**config.mk**
```make
export PLATFORM = sky130hd
export DESIGN_NAME = sel_pipe_reg_flat
export DESIGN_NICKNAME = d
export VERILOG_FILES = /design/src/rtl/sel_pipe_pkg.sv /design/src/rtl/sel_pipe_reg_if.sv /design/src/rtl/sel_pipe_stage.sv /design/src/rtl/sel_pipe_reg.sv /design/src/flat_wrapper.sv
export SDC_FILE = /design/constraint.sdc
export NUM_CORES = 1
export LEC_CHECK = 0
export ABC_AREA = 1
export BUFFER_PORTS_ARGS = -buffer_cell sky130_fd_sc_hd__buf_2
export CAP_MARGIN = 0
export CORE_MARGIN = 2
export CORE_UTILIZATION = 40
export CTS_BUF_LIST = sky130_fd_sc_hd__clkbuf_8
export CTS_CLUSTER_DIAMETER = 40
export DETAILED_ROUTE_END_ITERATION = 8
export GPL_TIMING_DRIVEN = 0
export PLACE_DENSITY_LB_ADDON = 0.25
export SYNTH_ARGS = -nofsm -noshare
export SYNTH_HDL_FRONTEND = slang
export SYNTH_SLANG_ARGS = --single-unit
```
**constraint.sdc**
```tcl
create_clock -name clk -period 2.33 [get_ports clk]
set_input_delay 0.1165 -clock clk [delete_from_list [all_inputs] [get_ports clk]]
set_output_delay 0.1165 -clock clk [all_outputs]
set_load 0.02 [all_outputs]
```
**src/rtl/sel_pipe_pkg.sv**
```systemverilog
// rtl/sel_pipe_pkg.sv - shared constants, occupancy width helper and stage record; parity field via SEL_PIPE_PARITY_EN
package sel_pipe_pkg;

   localparam int DEF_WIDTH = 8;
   localparam logic FILL_BIT = 1'b1;

   function automatic int occ_w(input int depth);
      return $clog2(depth + 1);
   endfunction

   // Stage record at the default width; the stage module rebuilds it at its own WIDTH.
   typedef struct packed {
      logic                 v;
      logic [DEF_WIDTH-1:0] d;
`ifdef SEL_PIPE_PARITY_EN
      logic                 p;
`endif
   } stage_t;

endpackage

```
**src/rtl/sel_pipe_reg_if.sv**
```systemverilog
// rtl/sel_pipe_reg_if.sv - upstream/downstream handshake bundle; par_err present with SEL_PIPE_PARITY_EN
interface sel_pipe_reg_if
   import sel_pipe_pkg::*;
#(
   parameter int WIDTH = 8,
   parameter int DEPTH = 2
) ();
   logic                      in_valid;
   logic                      in_ready;
   logic                      sel;
   logic [WIDTH-1:0]          din;
   logic                      out_valid;
   logic                      out_ready;
   logic [WIDTH-1:0]          dout;
   logic [occ_w(DEPTH)-1:0]   occ;
`ifdef SEL_PIPE_PARITY_EN
   logic                      par_err;

   modport master (output in_valid, sel, din, out_ready,
                   input  in_ready, out_valid, dout, occ, par_err);
   modport slave  (input  in_valid, sel, din, out_ready,
                   output in_ready, out_valid, dout, occ, par_err);
`else
   modport master (output in_valid, sel, din, out_ready,
                   input  in_ready, out_valid, dout, occ);
   modport slave  (input  in_valid, sel, din, out_ready,
                   output in_ready, out_valid, dout, occ);
`endif
endinterface

```
**src/rtl/sel_pipe_stage.sv**
```systemverilog
// rtl/sel_pipe_stage.sv - one valid/data register with load/hold/clear; parity bit via SEL_PIPE_PARITY_EN
module sel_pipe_stage #(
   parameter int WIDTH = 8
) (
   input  logic             clk,
   input  logic             reset,
   input  logic             load,
   input  logic [WIDTH-1:0] load_d,
`ifdef SEL_PIPE_PARITY_EN
   input  logic             load_p,
   output logic             p,
`endif
   input  logic             nxt_free,
   output logic             v,
   output logic [WIDTH-1:0] d,
   output logic             adv
);
   typedef struct packed {
      logic             v;
      logic [WIDTH-1:0] d;
`ifdef SEL_PIPE_PARITY_EN
      logic             p;
`endif
   } st_t;

   st_t st_d, st_q;

   assign adv = st_q.v && nxt_free;

   // Load wins over drain so a simultaneous move-in/move-out keeps the stage full.
   always_comb begin
      st_d = st_q;
      if (load) begin
         st_d.v = 1'b1;
         st_d.d = load_d;
`ifdef SEL_PIPE_PARITY_EN
         st_d.p = load_p;
`endif
      end else if (adv) begin
         st_d.v = 1'b0;
      end
   end

   always_ff @(posedge clk or negedge reset) begin
      if (!reset) st_q <= '0;
      else        st_q <= st_d;
   end

   assign v = st_q.v;
   assign d = st_q.d;
`ifdef SEL_PIPE_PARITY_EN
   assign p = st_q.p;
`endif
endmodule

```
**src/rtl/sel_pipe_reg.sv**
```systemverilog
// rtl/sel_pipe_reg.sv - elastic DEPTH-stage capture of din or FILL by sel; even parity check via SEL_PIPE_PARITY_EN
module sel_pipe_reg
   import sel_pipe_pkg::*;
#(
   parameter int               WIDTH = 8,
   parameter int               DEPTH = 2,
   parameter logic [WIDTH-1:0] FILL  = {WIDTH{FILL_BIT}}
) (
   input logic           clk,
   input logic           reset,
   sel_pipe_reg_if.slave bus
);
   localparam int OCC_W = occ_w(DEPTH);

   logic             accept;
   logic             in_rdy;
   logic [WIDTH-1:0] cap;
   logic [DEPTH-1:0] v_all;
   logic [DEPTH-1:0] adv;
   logic [DEPTH-1:0] ld;
   logic [DEPTH-1:0] nf;
   logic [WIDTH-1:0] d_all [DEPTH];
   logic [WIDTH-1:0] ld_d  [DEPTH];
   logic [OCC_W-1:0] occ_d, occ_q;

   assign cap    = bus.sel ? bus.din : FILL;
   assign in_rdy = reset && (!v_all[0] || nf[0]);
   assign accept = bus.in_valid && in_rdy;

   // nf[k]: whatever sits in stage k may leave this cycle; built from v only so the
   // ready chain never loops back through the stage outputs.
   always_comb begin
      logic f;
      f           = bus.out_ready;
      nf          = '0;
      nf[DEPTH-1] = f;
      for (int k = DEPTH - 2; k >= 0; k--) begin
         f     = !v_all[k+1] || f;
         nf[k] = f;
      end
   end

   always_comb begin
      ld      = '0;
      ld[0]   = accept;
      ld_d[0] = cap;
      for (int k = 1; k < DEPTH; k++) begin
         ld[k]   = adv[k-1];
         ld_d[k] = d_all[k-1];
      end
   end

`ifdef SEL_PIPE_PARITY_EN
   logic [DEPTH-1:0] p_all;
   logic [DEPTH-1:0] ld_p;

   always_comb begin
      ld_p    = '0;
      ld_p[0] = ^cap;
      for (int k = 1; k < DEPTH; k++) ld_p[k] = p_all[k-1];
   end

   assign bus.par_err = v_all[DEPTH-1] && ((^d_all[DEPTH-1]) != p_all[DEPTH-1]);
`endif

   for (genvar k = 0; k < DEPTH; k++) begin : g_stage
      sel_pipe_stage #(.WIDTH(WIDTH)) u_stage (
         .clk      (clk),
         .reset    (reset),
         .load     (ld[k]),
         .load_d   (ld_d[k]),
`ifdef SEL_PIPE_PARITY_EN
         .load_p   (ld_p[k]),
         .p        (p_all[k]),
`endif
         .nxt_free (nf[k]),
         .v        (v_all[k]),
         .d        (d_all[k]),
         .adv      (adv[k])
      );
   end

   always_comb occ_d = occ_q + OCC_W'(accept) - OCC_W'(adv[DEPTH-1]);

   always_ff @(posedge clk or negedge reset) begin
      if (!reset) occ_q <= '0;
      else        occ_q <= occ_d;
   end

   assign bus.in_ready  = in_rdy;
   assign bus.out_valid = v_all[DEPTH-1];
   assign bus.dout      = d_all[DEPTH-1];
   assign bus.occ       = occ_q;
endmodule

```
**src/flat_wrapper.sv**
```systemverilog
// flat-port wrapper written by rule: the top's interface ports become plain ports
module sel_pipe_reg_flat import sel_pipe_pkg::*;
#(
   parameter int               WIDTH = 8,
   parameter int               DEPTH = 2,
   parameter logic [WIDTH-1:0] FILL  = {WIDTH{FILL_BIT}}
)
  (clk, reset, bus_in_valid, bus_sel, bus_din, bus_out_ready, bus_in_ready, bus_out_valid, bus_dout, bus_occ);
  sel_pipe_reg_if #(.WIDTH(WIDTH), .DEPTH(DEPTH)) bus_i ();
  input logic clk;
  input logic reset;
  input wire logic [$bits(bus_i.in_valid)-1:0] bus_in_valid;
  input wire logic [$bits(bus_i.sel)-1:0] bus_sel;
  input wire logic [$bits(bus_i.din)-1:0] bus_din;
  input wire logic [$bits(bus_i.out_ready)-1:0] bus_out_ready;
  output wire logic [$bits(bus_i.in_ready)-1:0] bus_in_ready;
  output wire logic [$bits(bus_i.out_valid)-1:0] bus_out_valid;
  output wire logic [$bits(bus_i.dout)-1:0] bus_dout;
  output wire logic [$bits(bus_i.occ)-1:0] bus_occ;
  assign bus_i.in_valid = bus_in_valid;
  assign bus_i.sel = bus_sel;
  assign bus_i.din = bus_din;
  assign bus_i.out_ready = bus_out_ready;
  assign bus_in_ready = bus_i.in_ready;
  assign bus_out_valid = bus_i.out_valid;
  assign bus_dout = bus_i.dout;
  assign bus_occ = bus_i.occ;
  sel_pipe_reg #(.WIDTH(WIDTH), .DEPTH(DEPTH), .FILL(FILL)) u_core (.clk(clk), .reset(reset), .bus(bus_i));
endmodule
```
==> Yosys cells after proc, flatten, opt, wreduce, memory -nomap -nowiden <==
Index checks and enable logic that the tools add are counted.
{ "word_totals": {"out_inout_bits": 12, "in_bits": 13, "ff_bits": 20, "elab_cells": 22} }
{ "op_classes": {"muxes": 5, "n_reduce_logical": 10, "add_sub_neg": 2} }
{ "ops": {"columns": ["op", "count"], "rows": [
  ["$mux 8", 1],
  ["$logic_and 1x1->1", 4],
  ["$mux 1", 4],
  ["$reduce_bool 2->1", 2],
  ["$add 2x1->2", 1],
  ["$logic_not 1->1", 2],
  ["$logic_or 1x1->1", 2],
  ["$sub 2x1->2", 1]
]} }

==> Longest topological paths before layout <==
Gate-level depths: netlist of the first run.
{ "logic_depth": {"ltp_word": 7, "mapped_depth": 8, "mapped_depth_nobuf": 8} }

==> Hierarchy <==
Synthesis of the first run repeated with hierarchy kept, for this count alone.
{ "unflattened": {"cells_unflattened": 118, "area_unflattened_um2": 905.9} }
{ "modules_own_cells": {"columns": ["mod", "cells_each", "seq_area_each_um2", "area_each_um2", "n_inst"], "rows": [
  ["sel_pipe_stage", 40, 225.2, 349.1, 2],
  ["sel_pipe_reg", 38, 50.0, 207.7, 1]
]} }

==> Least setup slack after synthesis of the first run <==
No wires, ideal clock.
{ "synth_timing": {"path_kind": "register to register", "from": "register u_core.g_stage[1].u_stage.st_q (netlist bit u_core.g_stage[1].u_stage.v)", "to": "register u_core.occ_q[1], in the netlist u_core.bus.occ[1]", "required_time_ps": 2214, "setup_time_ps": 116, "slack_ps": 1024, "path_stages_with_launch": 9, "arrival_time_ps": 1189, "period_less_slack_ps": 1306, "n_path_buf": 0, "cell_sequence": "dfrtp_1 -> nand2_1 -> inv_1 -> ha_1 -> inv_1 -> ha_1 -> inv_1 -> nand2_1 -> nand2_1"} }
{ "synth_between": {"elab_chain_len": 7, "elab_cells_between_ends": 8, "cone_classes": "add/sub: 2; reduce/logical: 6"} }
{ "synth_rtl": {"columns": ["element", "line", "rtl"], "rows": [
  ["start: declaration", "sel_pipe_stage.sv:26", "st_t st_d, st_q;"],
  ["start signal: assignment", "sel_pipe_stage.sv:46", "else st_q <= st_d;"],
  ["$logic_not 1->1", "sel_pipe_reg.sv:38", "f = !v_all[k+1] || f;"],
  ["$logic_or 1x1->1", "sel_pipe_reg.sv:38", null],
  ["$logic_or 1x1->1", "sel_pipe_reg.sv:27", "assign in_rdy = reset && (!v_all[0] || nf[0]);"],
  ["$logic_and 1x1->1", "sel_pipe_reg.sv:27", null],
  ["$logic_and 1x1->1", "sel_pipe_reg.sv:28", "assign accept = bus.in_valid && in_rdy;"],
  ["$add 2x1->2", "sel_pipe_reg.sv:83", "always_comb occ_d = occ_q + OCC_W'(accept) - OCC_W'(adv[DEPTH-1]);"],
  ["$sub 2x1->2 (*)", "sel_pipe_reg.sv:83", null],
  ["named net u_core.occ_d[1]", "sel_pipe_reg.sv:24", "logic [OCC_W-1:0] occ_d, occ_q;"],
  ["end signal: assignment", "sel_pipe_reg.sv:86", "if (!reset) occ_q <= '0;"],
  ["end signal: assignment", "sel_pipe_reg.sv:87", "else occ_q <= occ_d;"],
  ["end: declaration", "sel_pipe_reg.sv:24", null]
]} }
The timed path passes the listed nets; every way through them passes the cells marked *.
A chain may end at the register's enable or synchronous reset.

==> Worst setup path in the final report of the first run <==
{ "layout_timing": {"from": "input reset", "to": "register u_core.occ_q[1], in the netlist u_core.bus.occ[1]"} }
{ "layout_between": {"elab_chain_len": 4} }
{ "layout_rtl": {"columns": ["element", "line", "rtl"], "rows": [
  ["start: declaration", "flat_wrapper.sv:11", "input logic reset;"],
  ["$logic_and 1x1->1", "sel_pipe_reg.sv:27", null],
  ["$logic_and 1x1->1", "sel_pipe_reg.sv:28", null],
  ["named net u_core.accept", "sel_pipe_reg.sv:15", "logic accept;"],
  ["$add 2x1->2", "sel_pipe_reg.sv:83", null],
  ["$sub 2x1->2", "sel_pipe_reg.sv:83", null],
  ["named net u_core.occ_d[1]", "sel_pipe_reg.sv:24", null]
]} }
The timed path passes the listed nets, and every way through them passes these cells.

==> results by group, run 1 <==
Run status
  • Status: finished clean

Yosys
  • Cells after synthesis: between 100 and 150
  • Synth Area in XOR/XNOR: 0.00868
  • Adder-Cell Fraction of Synth Area: 0.0248
  • Syn Area/Cell: 8.47 um2
  • Synth top area share: 0.496
  • Top-count cell post-synth: nand2_1
  • Main combinational cell family by area after synthesis: simple AND/OR/NAND/NOR gates
  • Synth Area in Simple Gates: 0.309
  • Post-synthesis mux area share: 0
  • Cell area after synthesis: 1010 um2
  • Post-synth top cells: 47 x nand2_1, 20 x dfrtp_1, 16 x inv_1
  • Synth async-reset ratio: 1.00
  • Compound-Gate Fraction of Synth Area: 0
  • Synth Warn #: 0
  • Flops & latches, synth: 20
  • Cell taking the most area after synthesis: dfrtp_1
  • Number of synthesized flops with an enable pin: 0
  • Main synth FF type: dfrtp_1
  • Synth top area cells: dfrtp_1 50%, nand2_1 17%, buf_4 6.0%
  • Seq/Total Area, Yosys: 0.496
  • Net Count, Synth: approximately 130
  • Cell variety after synth: 15

Power and ir drop
  • Switch share: 0.329
  • Psw: 343 uW
  • Pwr dens: approximately 860 nW/um2
  • Int Power: between 600 and 700 uW
  • Logic pwr share: 0.340
  • Clock Power Share: 0.206
  • Seq pwr share: 0.454
  • VDD IR-drop max: 0.000404 V
  • P_leak: 0.000721 uW

Cells and area
  • Layout area overhead: 19.7%
  • Ratio of cells with drive above 1 in the final layout: 0.283
  • Diode count: 0
  • Fin nets: 162

Drt
  • Pre-antenna DRT Iters: 4
  • Post-DRT Antenna Nets: 0
  • DRT Wirelength: 1.58 mm
  • WL/cell: roughly 9 um
  • DRC viols: 0
  • DRT iter0 DRCs: 12
  • Vias per inst: 4.33
  • Via count: 758

Global routing
  • First-pass GRT wire length: 2.56 mm
  • GRT overflow: 0
  • Initial antenna violation count: 0
  • Gr usage total: 0.123
  • Vias in the first global route: 614
  • Largest net degree at the start of global routing: 22

Clocking
  • Num CTS Buffers: 3
  • Cts repair resizes: 0
  • CTS sink count: 20
  • Setup Fix Bufs, Post-CTS: 0
  • H-tree levels: 1
  • Root Buffer: clkbuf_8
  • Clock Latency Late Sink: 250 ps
  • Clock tree buffer depth: 2
  • Clk slew on worst S/H paths: 70 ps
  • CTS tree: built
  • Post-CTS Hold Buffers: 1

Setup path
  • Worst Path Max Fanout: 21
  • Crit path from: reset
  • Crit. End Element: flop
  • WP data required: 2480 ps
  • Arr. time, crit path: 1950 ps
  • Crit path cell chain: dlygate4sd3_1 > buf_2 > buf_2 > nand3_2 > inv_1 > ha_1 > inv_1 > nand2_1 > nand2_1
  • Worst r2r src: u_core.g_stage[0].u_stage.v$_DFFE_PN0P_
  • Slowest CP cell: dlygate4sd3_1
  • Worst setup SP type: input port
  • CP Class: in -> reg
  • Max incr delay on CP: ~520 ps

Hold path
  • Hold path startpoint: bus_in_valid
  • Min-delay worst type: in -> reg

Timing
  • Crit share post-route: 0.774
  • Max Clock Skew: 0.551 ps
  • RSZ-0062 raised after global routing: no
  • Fmax: roughly 550 MHz
  • Worst slew pin tran: 440 ps
  • Setup-failing EPs final: 0
  • Final Critical Period: 1800 ps
  • Relative slew slack: 0.706
  • Fin worst setup slack: 526 ps
  • Hold Fails Final Rpt: 0
  • Slew Viols, Final: 0
  • Sum Neg Setup Slack: 0 ps

Place
  • GPL Wtd Cong: about 0.72
  • Dpl ws: 764 ps
  • Port Buf Inserts: 22
  • DP Wirelength: 1.23 mm

Die
  • Ports: 25
  • Die ar.: approximately 3000 um2
  • Core ar.: 2430 um2
  • Die X-Extent: ~54 um
  • Die H: 54.2 um
  • Row cnt: 18
  • Starting density of the core: 0.415

Run
  • Max Cap Viol: 0
## sequential cells by signal, summed over array words and instances (netlist names)
register,cells
u_core.g_stage.u_stage.d,16
u_core.bus.occ,2
u_core.g_stage.u_stage.v,2
## cells in the final DEF (no fill, tap or decap)
cell type,synthesis,final
nand2_1,47,47
buf_4,8,8
nand4_1,8,8
dfrtp_1,20,20
buf_6,3,3
nand2_2,1,1
buf_2,1,23
ha_1,2,2
inv_1,16,16
nand3_1,8,8
nand3_2,1,1
buf_1,1,1
xnor2_1,1,1
nand2_4,1,1
dlygate4sd3_1,0,1
clkbuf_8,0,3
nand3_4,1,1
## routing by layer
layer | track usage | vias up | routed length (um)
met2 | 0.189 | 21 | 745
met3 | 0.0164 | 2 | 71
met4 | 0.100 | 0 | 27
met1 | 0.154 | 325 | 738
li1 | - | 410 | -
met5 | 0 | - | 0
## path summary, 6_finish.rpt
check	end	slack [ps]	depth (start not counted)
setup / recovery	u_core.bus.occ[1]$_DFF_PN0_	530	9
hold / removal	u_core.g_stage[0].u_stage.d[2]$_DFFE_PN0P_	140	3
setup reg to reg	u_core.bus.occ[1]$_DFF_PN0_	1030	8
hold reg to reg	u_core.g_stage[1].u_stage.d[6]$_DFFE_PN0P_	470	2
max in group asynchronous	u_core.g_stage[1].u_stage.d[0]$_DFFE_PN0P_	1680	2
min in group asynchronous	u_core.bus.occ[0]$_DFF_PN0_	340	2
## power groups by stage
stage | sequential, uW | clock (uW) | combinational [uW]
after CTS | 476 | 221 | 362
after global routing | 482 | 237 | 398
after global placement | 477 | 0 | 353
after floorplan | 498 | 0 | 243
final | 474 | 215 | 355
after detailed placement | 482 | 0 | 360
## stage by stage
step	instance area [um2]	instances	total power [uW]	utilization	hold slack, ps
finish	1210	175	1040	0.496	142
global route	1210	175	1120	0.496	144
CTS	1210	175	1060	0.496	138
floorplan	1010	119	741	-	-179
global placement	1160	171	830	0.475	86.4
detailed placement	1160	171	842	0.475	86.7
## final cells by class
class / count / area, um2
Buffer: 13 / 103
Clock buffer: 3 / 41.3
Fill cell: 254 / 1220
Inverter: 16 / 60.1
Multi-Input combinational cell: 70 / 345
Sequential cell: 20 / 500
Tap cell: 30 / 37.5
Timing Repair Buffer: 23 / 120
## cell families after synthesis
logic type,after synthesis
XOR/XNOR,1
flip-flops,20
adder cells (fa/ha/maj),2
buffers and inverters,29
AND/OR/NAND/NOR,67
## critical path, delay by kind of cell
family                     cells  cell delay (ps)
and+or+nand+nor                3              300
buffers and inverters          5             1350
adders and majority gates      1              170
Power figures use the tool's default switching activity.
==> run 2: changes to the inputs <==
==> constraint.sdc (replaced) <==
create_clock -name clk -period 1.6 [get_ports clk]
set_input_delay 0.08 -clock clk [delete_from_list [all_inputs] [get_ports clk]]
set_output_delay 0.08 -clock clk [all_outputs]
set_load 0.02 [all_outputs]
==> run 2 against run 1 <==
Hold slack worse by 36 ps. Final area unchanged. Cell count unchanged. Worst setup slack worse by 230 ps. Core utilization unchanged. First-iteration DRC count unchanged. Combinational power up 45%. Largest cell class unchanged. Largest power group unchanged. Highest routed layer unchanged.
==> results by group, run 2 (same netlist as run 1, synthesis figures left out) <==
Die
  • Starting density of the core: 0.415 (unchanged)
  • Core ar.: 2430 um2 (unchanged)
  • Die X-Extent: 54.2 um (unchanged)
  • Row cnt: 18 (unchanged)
  • Die ar.: 2940 um2 (unchanged)
  • Die H: 54.2 um (unchanged)
  • Ports: 25 (unchanged)

Timing
  • Sum Neg Setup Slack: 0 ps (unchanged)
  • Max Clock Skew: 0.573 ps (+0.0228 ps)
  • Fmax: 765 MHz
  • Setup-failing EPs final: 0 (unchanged)
  • Worst slew pin tran: 837 ps (+397 ps)
  • Hold Fails Final Rpt: 0 (unchanged)
  • Final Critical Period: 1310 ps
  • RSZ-0062 raised after global routing: no
  • Slew Viols, Final: 0 (unchanged)
  • Relative slew slack: 0.440 (-0.266)
  • Crit share post-route: 0.817

Setup path
  • Crit. End Element: output port
  • Arr. time, crit path: 1230 ps (-720 ps)
  • CP Class: reg -> out
  • Worst setup SP type: flop
  • WP data required: 1520 ps (-960 ps)
  • Worst Path Max Fanout: 10 (-52%)

Clocking
  • H-tree levels: 1 (unchanged)
  • CTS sink count: 20 (unchanged)
  • CTS tree: built
  • Cts repair resizes: 0 (unchanged)
  • Clock tree buffer depth: 2 (unchanged)
  • Num CTS Buffers: 3 (unchanged)
  • Clk slew on worst S/H paths: 70 ps (about the same)
  • Root Buffer: clkbuf_8
  • Clock Latency Late Sink: 250 ps (about the same)

Global routing
  • First-pass GRT wire length: 2.55 mm (-0.23%)
  • Largest net degree at the start of global routing: 21 (-4.5%)
  • Gr usage total: 0.124 (+0.000580)
  • Vias in the first global route: 610 (-0.65%)
  • GRT overflow: 0 (unchanged)
  • Initial antenna violation count: 0 (unchanged)

Drt
  • DRT Wirelength: 1.59 mm (+0.25%)
  • Vias per inst: 4.31 (-0.53%)
  • Post-DRT Antenna Nets: 0 (unchanged)
  • DRT iter0 DRCs: 12 (unchanged)
  • Pre-antenna DRT Iters: 4 (unchanged)
  • WL/cell: 9.07 um (+0.25%)
  • DRC viols: 0 (unchanged)
  • Via count: 754 (-0.53%)

Cells and area
  • Commonest non-fill, non-tap cell in the layout: nand2_1
  • Fin nets: 162 (unchanged)
  • Ratio of cells with drive above 1 in the final layout: 0.283 (unchanged)
  • Layout area overhead: 19.7% (unchanged)
  • Diode count: 0 (unchanged)
  • Largest register FFs: 16 (unchanged)
  • Register area: 500 um2 (unchanged)
  • Multi-input logic area: 345 um2 (unchanged)
  • Fill cells: 253 (-0.39%)
  • Most frequent cells in the layout: 47 x nand2_1, 23 x buf_2, 20 x dfrtp_1, 16 x inv_1

Hold path
  • Min-delay worst type: in -> reg

Power and ir drop
  • Power Total: 1520 uW (+45%)
  • VDD IR-drop max: 0.000587 V (+45%)
  • Pwr dens: 1260 nW/um2 (+45%)
  • P_leak: 0.000721 uW (unchanged)

Run
  • Max Cap Viol: 0 (unchanged)

Place
  • Port Buf Inserts: 22 (unchanged)
  • GPL Wtd Cong: 0.725 (unchanged)
  • DP Wirelength: 1.23 mm (unchanged)

Run status
  • Status: finished clean
run 2: layout make-up:
class / count / area share
Multi-Input combinational cell: 70 / 0.286
Buffer: 13 / 0.0850
Tap cell: 30 / 0.0311
Sequential cell: 20 / 0.415
Timing Repair Buffer: 23 / 0.0995
Inverter: 16 / 0.0497
Clock buffer: 3 / 0.0342
run 2: path summary, 6_finish.rpt:
| path | cells past startpoint | slack (ps) | from | endpoint |
|---|---|---|---|---|
| max in group asynchronous | 2 | 600 | reset | u_core.g_stage[1].u_stage.d[7]$_DFFE_PN0P_ |
| setup / recovery | 6 | 290 | u_core.g_stage[0].u_stage.v$_DFFE_PN0P_ | bus_in_ready |
| hold / removal | 3 | 110 | bus_in_valid | u_core.g_stage[0].u_stage.d[2]$_DFFE_PN0P_ |
| setup reg to reg | 8 | 300 | u_core.g_stage[0].u_stage.v$_DFFE_PN0P_ | u_core.bus.occ[1]$_DFF_PN0_ |
| min in group asynchronous | 2 | 480 | reset | u_core.bus.occ[0]$_DFF_PN0_ |
| hold reg to reg | 2 | 470 | u_core.g_stage[1].u_stage.d[7]$_DFFE_PN0P_ | u_core.g_stage[1].u_stage.d[7]$_DFFE_PN0P_ |
run 2: critical path: stages, from the launching register on:
cell	delay, ps
dfrtp_1	370
buf_6	140
nand3_4	90
buf_6	130
nand2_1	50
inv_1	50
buf_2	150
run 2: timing repair:
action / 4_1_cts / 5_1_grt
setup buffers: 0 / 0
hold buffers: 1 / 0
endpoints found under the hold margin: 20 / 0
run 2: power by group:
| part | internal [uW] | leakage, uW | switching, uW |
|---|---|---|---|
| logic | 227 | 0.000457 | 289 |
| registers | 624 | 0.000243 | 65.2 |
| clock network | 167 | 0.0000216 | 145 |
| total | 1020 | 0.000721 | 499 |
run 2: per-stage QoR:
step / utilization / worst slack, ps / cells / instance area, um2 / hold WS (ps)
floorplan: - / 294 / 119 / 1010 / -216
global placement: 0.475 / 93.7 / 171 / 1160 / 49.9
detailed placement: 0.475 / 70.8 / 171 / 1160 / 50.2
CTS: 0.496 / 281 / 175 / 1210 / 102
global route: 0.496 / 155 / 175 / 1210 / 108
finish: 0.496 / 293 / 175 / 1210 / 106
run 2: routing by layer:
metal  GRT usage  routed length, um  share of wire  up-vias
met1       0.150                721           0.45      321
met3      0.0164                 71          0.045        2
met4       0.100                 27          0.017        0
met2       0.195                765           0.48       21
li1            -                  -              -      410
met5           0                  0              0        -
==> run 3: changes to the inputs <==
==> constraint.sdc (replaced) <==
create_clock -name clk -period 1.3 [get_ports clk]
set_input_delay 0.065 -clock clk [delete_from_list [all_inputs] [get_ports clk]]
set_output_delay 0.065 -clock clk [all_outputs]
set_load 0.02 [all_outputs]
==> run 3 against run 2 <==
Critical endpoint is now u_core.bus.occ[1]$_DFF_PN0_. Clock skew is 4.4 ps higher. Sequential power grew 23%. Worst setup slack worse by 250 ps. Largest cell class unchanged. Combinational power rose by 29%.
==> results by group, run 3 (same netlist as run 1, synthesis figures left out) <==
Run status
  • Status: finished clean

Setup path
  • Worst setup SP type: flop
  • Crit. End Element: flop
  • Worst r2r src: u_core.g_stage[1].u_stage.v$_DFFE_PN0P_
  • WP data required: 1450 ps (-70 ps)
  • Most used cell, CP: nand2_1
  • Buf/Inv on CP: 3 (-1)
  • Arr. time, crit path: 1410 ps (+180 ps)
  • Max incr delay on CP: 440 ps (+70 ps)
  • Crit path cell chain: nand2_1 > inv_1 > ha_1 > inv_1 > ha_2 > inv_2 > nand2_1 > nand2_1
  • CP Class: reg -> reg
  • Worst Path Max Fanout: 4 (-6)
  • Slowest CP cell: dfrtp_2
  • R2R cell count: 8 (unchanged)
  • Cell family with most CP delay: flip-flops
  • Reg-to-Reg End: u_core.bus.occ[1]$_DFF_PN0_
  • FF-to-FF setup slack: 40 ps (-260 ps)

Drt
  • Pre-antenna DRT Iters: 3 (-1)
  • Via count: 789 (+4.6%)
  • Vias per inst: 4.36 (+1.2%)
  • DRT iter0 DRCs: 2 (-10)
  • Post-DRT Antenna Nets: 0 (unchanged)
  • DRT Wirelength: 1.66 mm (+4.9%)
  • DRC viols: 0 (unchanged)
  • WL/cell: 9.19 um (+1.4%)

Timing
  • Fmax: 793 MHz
  • Slew Viols, Final: 0 (unchanged)
  • Setup-failing EPs final: 0 (unchanged)
  • Max Clock Skew: 4.95 ps (+4.38 ps)
  • RSZ-0062 raised after global routing: yes
  • Fin worst setup slack: 39.3 ps (-254 ps)
  • Relative slew slack: 0.434 (-0.00580)
  • Crit share post-route: 0.970
  • Worst slew pin tran: 846 ps (+8.68 ps)
  • Final Critical Period: 1260 ps
  • Hold Fails Final Rpt: 0 (unchanged)

Cells and area
  • Fin nets: 167 (+3.1%)
  • Diode count: 0 (unchanged)
  • Ratio of cells with drive above 1 in the final layout: 0.338 (+0.0550)
  • Final non-filler cell total: 181 (+3.4%)
  • Most frequent cells in the layout: 46 x nand2_1, 22 x buf_2, 19 x dfrtp_1, 15 x inv_1, 13 x buf_4
  • Post-route design area: 1270 um2 (+5.1%)
  • Largest register FFs: 16 (unchanged)
  • Commonest non-fill, non-tap cell in the layout: nand2_1
  • Layout area overhead: 25.8%

Power and ir drop
  • Pwr dens: 1510 nW/um2 (+20%)
  • Power Total: 1910 uW (+26%)
  • VDD IR-drop max: 0.000624 V (+6.3%)
  • P_leak: 0.000748 uW (+3.7%)

Run
  • Max Cap Viol: 0 (unchanged)

Die
  • Row cnt: 18 (unchanged)
  • Ports: 25 (unchanged)
  • Die ar.: 2940 um2 (unchanged)
  • Starting density of the core: 0.415 (unchanged)
  • Die X-Extent: 54.2 um (unchanged)
  • Core ar.: 2430 um2 (unchanged)
  • Die H: 54.2 um (unchanged)

Clocking
  • H-tree levels: 1 (unchanged)
  • Clock tree buffer depth: 2 (unchanged)
  • CTS tree: built
  • Num CTS Buffers: 3 (unchanged)
  • Clk slew on worst S/H paths: 70 ps (about the same)
  • CTS sink count: 20 (unchanged)
  • Root Buffer: clkbuf_8
  • Clock Latency Late Sink: 250 ps (about the same)

Place
  • DP Wirelength: 1.26 mm (+2.5%)
  • Placed insts: 171 (unchanged)
  • Dpl cell area: 1160 um2 (+0.11%)
  • Port Buf Inserts: 22 (unchanged)
  • Dpl ws: -216 ps (-287 ps)
  • GPL Wtd Cong: 0.724 (about the same)

Global routing
  • First-pass GRT wire length: 2.84 mm (+11%)
  • Initial antenna violation count: 0 (unchanged)
  • GRT overflow: 0 (unchanged)
  • Vias in the first global route: 702 (+15%)
  • Gr usage total: 0.134 (+0.0102)
  • Largest net degree at the start of global routing: 21 (unchanged)

Hold path
  • Hold path startpoint: bus_in_valid
  • Hold depth: 3 (unchanged)
  • Hold worst-path end: u_core.g_stage[0].u_stage.d[7]$_DFFE_PN0P_
  • Min-delay worst type: in -> reg
-- run 3: how the worst max path moves through the flow --
stage / slack (ps) / start / depth (start not counted) / to
finish: 40 / u_core.g_stage[1].u_stage.v$_DFFE_PN0P_ / 8 / u_core.bus.occ[1]$_DFF_PN0_
global route: -20 / u_core.g_stage[1].u_stage.v$_DFFE_PN0P_ / 8 / u_core.bus.occ[1]$_DFF_PN0_
CTS: 4 / u_core.g_stage[0].u_stage.v$_DFFE_PN0P_ / 6 / bus_in_ready
detailed placement: -220 / reset / 8 / u_core.bus.occ[1]$_DFF_PN0_
global placement: -190 / reset / 8 / u_core.bus.occ[1]$_DFF_PN0_
floorplan: 40 / u_core.g_stage[1].u_stage.v$_DFFE_PN0P_ / 8 / u_core.bus.occ[1]$_DFF_PN0_
-- run 3: cell type report --
type	instances	area, um2
plain buffers	13	103
clock buffers	3	41.3
clock inverters	1	3.75
fillers	243	1160
inverters	16	60.1
multi-input cells	70	358
flip-flops and latches	20	502
well taps	30	37.5
repair buffers	28	164
-- run 3: what timing repair did --
item	CTS	global route
pin swaps	0	1
hold buffers	1	0
buffers inserted	0	5
endpoints found under the setup margin	2	2
gates resized for setup	5	2
hold endpoints to repair	20	0
-- run 3: where the power goes --
part	internal, uW	total, uW	switching (uW)
Sequential	769	849	79.6
Clock	210	395	186
Combinational	300	666	366
-- run 3: worst register-to-register path: cells and delay by family, from the launching register on --
| family | cells | cell delay [ps] |
|---|---|---|
| fa+ha+maj | 2 | 440 |
| simple gates | 3 | 160 |
| flops | 1 | 440 |
| buf+inv | 3 | 130 |
-- run 3: per-stage QoR --
step	util	hold slack [ps]	setup TNS (ps)
5_1_grt	0.522	97.7	-16.8
3_3_place_gp	0.476	34.5	-316
2_1_floorplan	-	-231	0
6_report	0.522	85.9	0
3_5_place_dp	0.476	33.3	-353
4_1_cts	0.505	81.9	0
-- run 3: per-layer routing --
layer	track usage	vias up	routed length (um)
li1	-	421	-
met1	0.158	342	742
met2	0.233	22	819
met3	0.0164	4	64
met4	0.0750	0	38
met5	0	-	0
